<file path="config.mk">
export PLATFORM = sky130hd
export DESIGN_NAME = grid_mem_arbiter
export DESIGN_NICKNAME = d
export VERILOG_FILES = /design/src/rtl/grid_mem_arbiter.sv
export SDC_FILE = /design/constraint.sdc
export NUM_CORES = 1
export LEC_CHECK = 0
export CAP_MARGIN = 40
export CELL_PAD_IN_SITES_DETAIL_PLACEMENT = 1
export CELL_PAD_IN_SITES_GLOBAL_PLACEMENT = 1
export CORE_ASPECT_RATIO = 1.4
export CORE_UTILIZATION = 23
export DETAILED_ROUTE_END_ITERATION = 8
export PLACE_DENSITY_LB_ADDON = 0.05
export SKIP_CTS_REPAIR_TIMING = 1
export SLEW_MARGIN = 20
export SYNTH_ARGS = -nofsm -noshare
export SYNTH_HDL_FRONTEND = slang
export SYNTH_SLANG_ARGS = --single-unit
</file>
<file path="constraint.sdc">
create_clock -name clk -period 2.17 [get_ports clk]
set_input_delay 0.217 -clock clk [delete_from_list [all_inputs] [get_ports clk]]
set_output_delay 0.217 -clock clk [all_outputs]
set_load 0.02 [all_outputs]
</file>
<file path="src/rtl/grid_mem_arbiter.sv">
// Arbitrates the single-port grid RAM between the game controller (A, read/write)
// and the display scanner (B, read-only), with a bounded A lock and read return.
module grid_mem_arbiter #(
    parameter logic [7:0] ADDR_MAX = 8'd251,
    parameter logic [3:0] LOCK_MAX = 4'd8
) (
    input  logic       clk,
    input  logic       reset,
    input  logic       a_req,
    input  logic       a_we,
    input  logic       a_lock,
    input  logic [7:0] a_addr,
    input  logic [7:0] a_wdata,
    output logic       a_gnt,
    output logic       a_rvalid,
    output logic [7:0] a_rdata,
    input  logic       b_req,
    input  logic [7:0] b_addr,
    output logic       b_gnt,
    output logic       b_rvalid,
    output logic [7:0] b_rdata,
    output logic [7:0] mem_addr,
    output logic [7:0] mem_wdata,
    output logic       mem_we,
    input  logic [7:0] mem_rdata,
    output logic       addr_err
);

    typedef enum logic [1:0] {PRIO_A, PRIO_B, LOCKED} state_t;

    localparam logic [7:0] BLOCK_BORDER = 8'h08;

    state_t     state_q, state_d;
    logic [3:0] lock_cnt_q, lock_cnt_d;
    logic [7:0] mem_addr_q, mem_addr_d;
    logic       a_pend_q, a_pend_d;
    logic       b_pend_q, b_pend_d;
    logic       rd_oor_q, rd_oor_d;
    logic [7:0] a_rdata_q, a_rdata_d;
    logic [7:0] b_rdata_q, b_rdata_d;
    logic       addr_err_q, addr_err_d;
    logic [7:0] sel_addr;
    logic       oor;

    always_comb begin
        a_gnt = 1'b0;
        b_gnt = 1'b0;
        if (!reset) begin
            case (state_q)
                PRIO_A: begin
                    if (a_req)      a_gnt = 1'b1;
                    else if (b_req) b_gnt = 1'b1;
                end
                PRIO_B: begin
                    if (b_req)      b_gnt = 1'b1;
                    else if (a_req) a_gnt = 1'b1;
                end
                LOCKED: begin
                    // A keeps the RAM until the lock budget is spent and B is waiting
                    if (b_req && lock_cnt_q == LOCK_MAX) b_gnt = 1'b1;
                    else if (a_req)                      a_gnt = 1'b1;
                    else if (b_req)                      b_gnt = 1'b1;
                end
                default: ;
            endcase
        end
    end

    always_comb begin
        state_d    = state_q;
        lock_cnt_d = lock_cnt_q;
        if (a_gnt) begin
            if (a_lock) begin
                state_d    = LOCKED;
                lock_cnt_d = (lock_cnt_q == LOCK_MAX) ? LOCK_MAX : lock_cnt_q + 4'd1;
            end else begin
                state_d    = PRIO_B;
                lock_cnt_d = 4'd0;
            end
        end else if (b_gnt) begin
            state_d    = (state_q == LOCKED && a_lock) ? LOCKED : PRIO_A;
            lock_cnt_d = 4'd0;
        end else if (state_q == LOCKED && !a_lock) begin
            state_d    = PRIO_B;
            lock_cnt_d = 4'd0;
        end
    end

    always_comb begin
        sel_addr   = b_gnt ? b_addr : a_addr;
        oor        = (a_gnt || b_gnt) && (sel_addr > ADDR_MAX);
        mem_addr_d = mem_addr_q;
        mem_wdata  = 8'h00;
        mem_we     = 1'b0;
        if (a_gnt) begin
            mem_addr_d = a_addr;
            mem_wdata  = a_wdata;
            mem_we     = a_we && !oor;
        end else if (b_gnt) begin
            mem_addr_d = b_addr;
        end
    end

    assign mem_addr = mem_addr_d;

    // Read return: one grant per cycle, so a single out-of-range tag serves both ports
    always_comb begin
        a_pend_d   = a_gnt && !a_we;
        b_pend_d   = b_gnt;
        rd_oor_d   = oor;
        addr_err_d = addr_err_q || oor;
        a_rdata_d  = a_rdata_q;
        b_rdata_d  = b_rdata_q;
        if (a_pend_q) a_rdata_d = rd_oor_q ? BLOCK_BORDER : mem_rdata;
        if (b_pend_q) b_rdata_d = rd_oor_q ? BLOCK_BORDER : mem_rdata;
    end

    assign a_rvalid = a_pend_q;
    assign b_rvalid = b_pend_q;
    assign a_rdata  = a_rdata_d;
    assign b_rdata  = b_rdata_d;
    assign addr_err = addr_err_q;

    always_ff @(posedge clk or posedge reset) begin
        if (reset) begin
            state_q    <= PRIO_A;
            lock_cnt_q <= 4'd0;
            a_pend_q   <= 1'b0;
            b_pend_q   <= 1'b0;
            rd_oor_q   <= 1'b0;
            a_rdata_q  <= 8'h00;
            b_rdata_q  <= 8'h00;
            addr_err_q <= 1'b0;
        end else begin
            state_q    <= state_d;
            lock_cnt_q <= lock_cnt_d;
            a_pend_q   <= a_pend_d;
            b_pend_q   <= b_pend_d;
            rd_oor_q   <= rd_oor_d;
            a_rdata_q  <= a_rdata_d;
            b_rdata_q  <= b_rdata_d;
            addr_err_q <= addr_err_d;
        end
    end

    // Idle address hold is pure data and needs no reset
    always_ff @(posedge clk) begin
        mem_addr_q <= mem_addr_d;
    end

endmodule

</file>
==> out/metrics.csv <==
stage;metric;value;unit
run_status;status;complete, but fails checks;
run_status;violations;design-rule violations, negative setup slack;
synthesis;synth_warnings;0;
routing;drtIter0Drc;36;
synthesis;avgSynthCellArea;11.1;um2
sta;hold_viol_final;0;
worst_setup_path;r2r-start;lock_cnt_q[0];
worst_setup_path;worstPathRequired;1.95;ns
cells_and_area;area_growth;69.0;%
worst_setup_path;cp-start-kind;flip-flop;
global_routing;grtUsageMet1;0.143;
sta;fin_hold_ws;0.434;ns
cts;cts.clk_slew.worst_paths;0.07;ns
synthesis;syn_nets;179;
cells_and_area;drive_above_1_share;0.276;
synthesis;async_flop_share;0.765;
worst_setup_path;arrival;2.08;ns
power_and_ir_drop;leakagePower;1.19;nW
routing;wl;4.51;mm
worst_setup_path;rr_worst_depth;8;
floorplanning;rows;34;
sta;tightest_slew;0.444;ns
synthesis;synth_edf_count;0;
global_routing;antenna_found_initial;0;
worst_setup_path;crit_slowest_cell;a211o_1;
routing;avgViaCountPerCell;4.62;
routing;vias;1403;
sta;setup_violations;17;
global_routing;use_met2;0.253;
power_and_ir_drop;power.density;1130;nW/um2
power_and_ir_drop;peakVddDrop;373;uV
cts;htree_levels;2;
cts;cts_tree;done;
floorplanning;die_w;71.2;um
synthesis;yosysSeqAreaShare;0.526;
floorplanning;dieArea;7040;um2
worst_setup_path;max_stage_delay;0.35;ns
worst_setup_path;worst-r2r-setup-slack;0.32;ns
floorplanning;pin_count;76;
routing;drt_pass1_iterations;6;
cts;cts_made_buffers;5;
cells_and_area;nFillCells;709;
synthesis;synthTopCellsByArea;dfrtp_1, dfxtp_1, mux2_2;
synthesis;synth_seq_cells;34;
place;routabilityCongestion;0.734;
sta;drv_slew;0;
global_routing;grt_overflow_total;0;
place;port_buffers;75;
floorplanning;initial_core_util;0.243;
floorplanning;fp.dieH;98.9;um
cts;cts-root-buf;clkbuf_8;
worst_setup_path;cp_max_fo;15;
synthesis;syn_inst;139;
floorplanning;core_area;6340;um2
cells_and_area;antennaDiodeCount;0;
routing;wire_per_inst;14.8;um
sta;slew_headroom;0.704;
place;dpl.hpwl;3.53;mm
global_routing;grt_max_degree;27;
cts;clk-insertion-delay-late;0.28;ns
power_and_ir_drop;power;2.94;mW
synthesis;syn-cell-area;1540;um2
synthesis;yosysUniqueCellTypes;37;
sta;setup_ws;-0.127;ns
sta;layout_min_cycle_time;2.30;ns
sta;fmax;0.435;GHz
cts;cts.sinks;34;
worst_setup_path;path_class;flip-flop to primary output;
cts;clock_path_buffers;2;
cells_and_area;stdcell_area;2610;um2
global_routing;grtUsageMet3;0.0399;
cells_and_area;final_nets;271;
global_routing;grt_util_all_layers;0.136;
sta;finalCritPeriodShare;1.06;
worst_setup_path;end_kind;primary output;
run;max-cap-violations;0;
synthesis;synth_top_area_frac;0.422;
global_routing;grt_pass1_vias;1604;
global_routing;grt_first_pass_wirelength;7.51;mm
synthesis;synth_ff_type;dfrtp_1;
routing;drcViolationCount;4;
worst_setup_path;r2r-end;addr_err;
worst_setup_path;path_cells;inv_1, ha_2, and4b_2, a211o_1, buf_12, o22ai_2, nor2_1, dlymetal6s2s_1;
synthesis;yosysTopAreaCell;dfrtp_1;
sta;rsz0062_at_grt;true;
min_path;min_path_type;input pin to asynchronous set/reset pin;
sta;fin_skew;0.00543;ns
global_routing;busiest_layer;met2;
routing;drtAntennaViolNets;0;
place;place_area;2480;um2
## registers in the layout, summed over array words and instances, names as in the netlist
signal / flops
a_rvalid: 1
rd_oor_q: 1
state_q: 2
b_rvalid: 1
mem_addr_q: 8
b_rdata_q: 8
lock_cnt_q: 4
addr_err: 1
a_rdata_q: 8
## power by group
group	internal, mW	switching (mW)
clock network	0.375	0.229
logic	0.708	0.676
registers	0.864	0.0870
## area by class of cell
cell class | count | area [um2] | share of cell area
clock inverter | 1 | 30.0 | 0.0115
tap | 72 | 90.1 | 0.0346
multi-input combinational | 94 | 713 | 0.274
inverter | 5 | 18.8 | 0.00720
clock buffer | 7 | 86.3 | 0.0331
timing repair buffer | 91 | 856 | 0.329
sequential | 34 | 811 | 0.311
## worst max-delay path by stage
stage / startpoint / end / slack, ns / cells after the start
after floorplan: lock_cnt_q[0] / mem_addr[0] / 0.11 / 7
after global placement: lock_cnt_q[0] / mem_addr[7] / -0.29 / 8
final: lock_cnt_q[1] / mem_we / -0.13 / 8
after global routing: lock_cnt_q[0] / mem_we / -0.23 / 8
after CTS: lock_cnt_q[0] / mem_wdata[7] / -0.63 / 8
after detailed placement: b_req / mem_wdata[7] / -0.35 / 7
## logic make-up (layout without fill, tap and decap cells)
logic type,Yosys count,count (layout),share of synthesized area
AO/OA/AOI/OAI,23,23,0.104
XOR/XNOR,1,1,0.00568
multiplexers,21,21,0.148
AND/OR/NAND/NOR,47,47,0.166
adder cells (fa/ha/maj),2,2,0.0162
buffers and inverters,11,104,0.0349
flip-flops,34,34,0.526
## cell usage after synthesis (2+ instances only)
| master | number |
|---|---|
| a21oi_1 | 9 |
| a32o_1 | 2 |
| and2_1 | 8 |
| and3_1 | 2 |
| clkbuf_1 | 3 |
| dfrtp_1 | 26 |
| dfxtp_1 | 8 |
| ha_1 | 2 |
| inv_1 | 5 |
| mux2_2 | 14 |
| mux2i_1 | 7 |
| nand2_1 | 5 |
| nand2b_1 | 3 |
| nand3_1 | 3 |
| nor2_1 | 13 |
| nor2b_1 | 7 |
| o21bai_1 | 2 |
## per-stage QoR
stage	instances	setup slack [ns]	utilization	setup TNS, ns
after CTS	302	-0.631	0.409	-11.21
after global placement	294	-0.289	0.391	-4.77
after floorplan	139	0.106	-	0
after detailed placement	294	-0.347	0.391	-5.39
final	304	-0.127	0.411	-0.664
after global routing	304	-0.233	0.411	-2.67
## worst max-delay path, delay by kind of cell (launching register included)
family                     cells  cell delay, ns
and+or+nand+nor                2            0.30
DFF                            1            0.34
adders and majority gates      1            0.18
buffers and inverters          3            0.44
AOI/OAI and AO/OA              2            0.54
## routing by layer
metal  vias to the layer above  wire, um
met5                         -         0
met4                         0        38
met3                         4       313
met2                        60      2500
li1                        666         -
met1                       673      1660
## cell usage in the layout (no fill, tap or decap), drive strengths merged, types with 2 or more instances in the layout
cell	n
clkbuf	17
nand2	5
mux2	14
and3	2
nand3	3
inv	5
a32o	2
nor2b	7
and2	8
ha	2
o21bai	2
dfrtp	26
nor2	13
dfxtp	8
mux2i	7
buf	24
clkdlybuf4s50	56
nand2b	3
a21oi	9
Power figures use the tool's default switching activity.
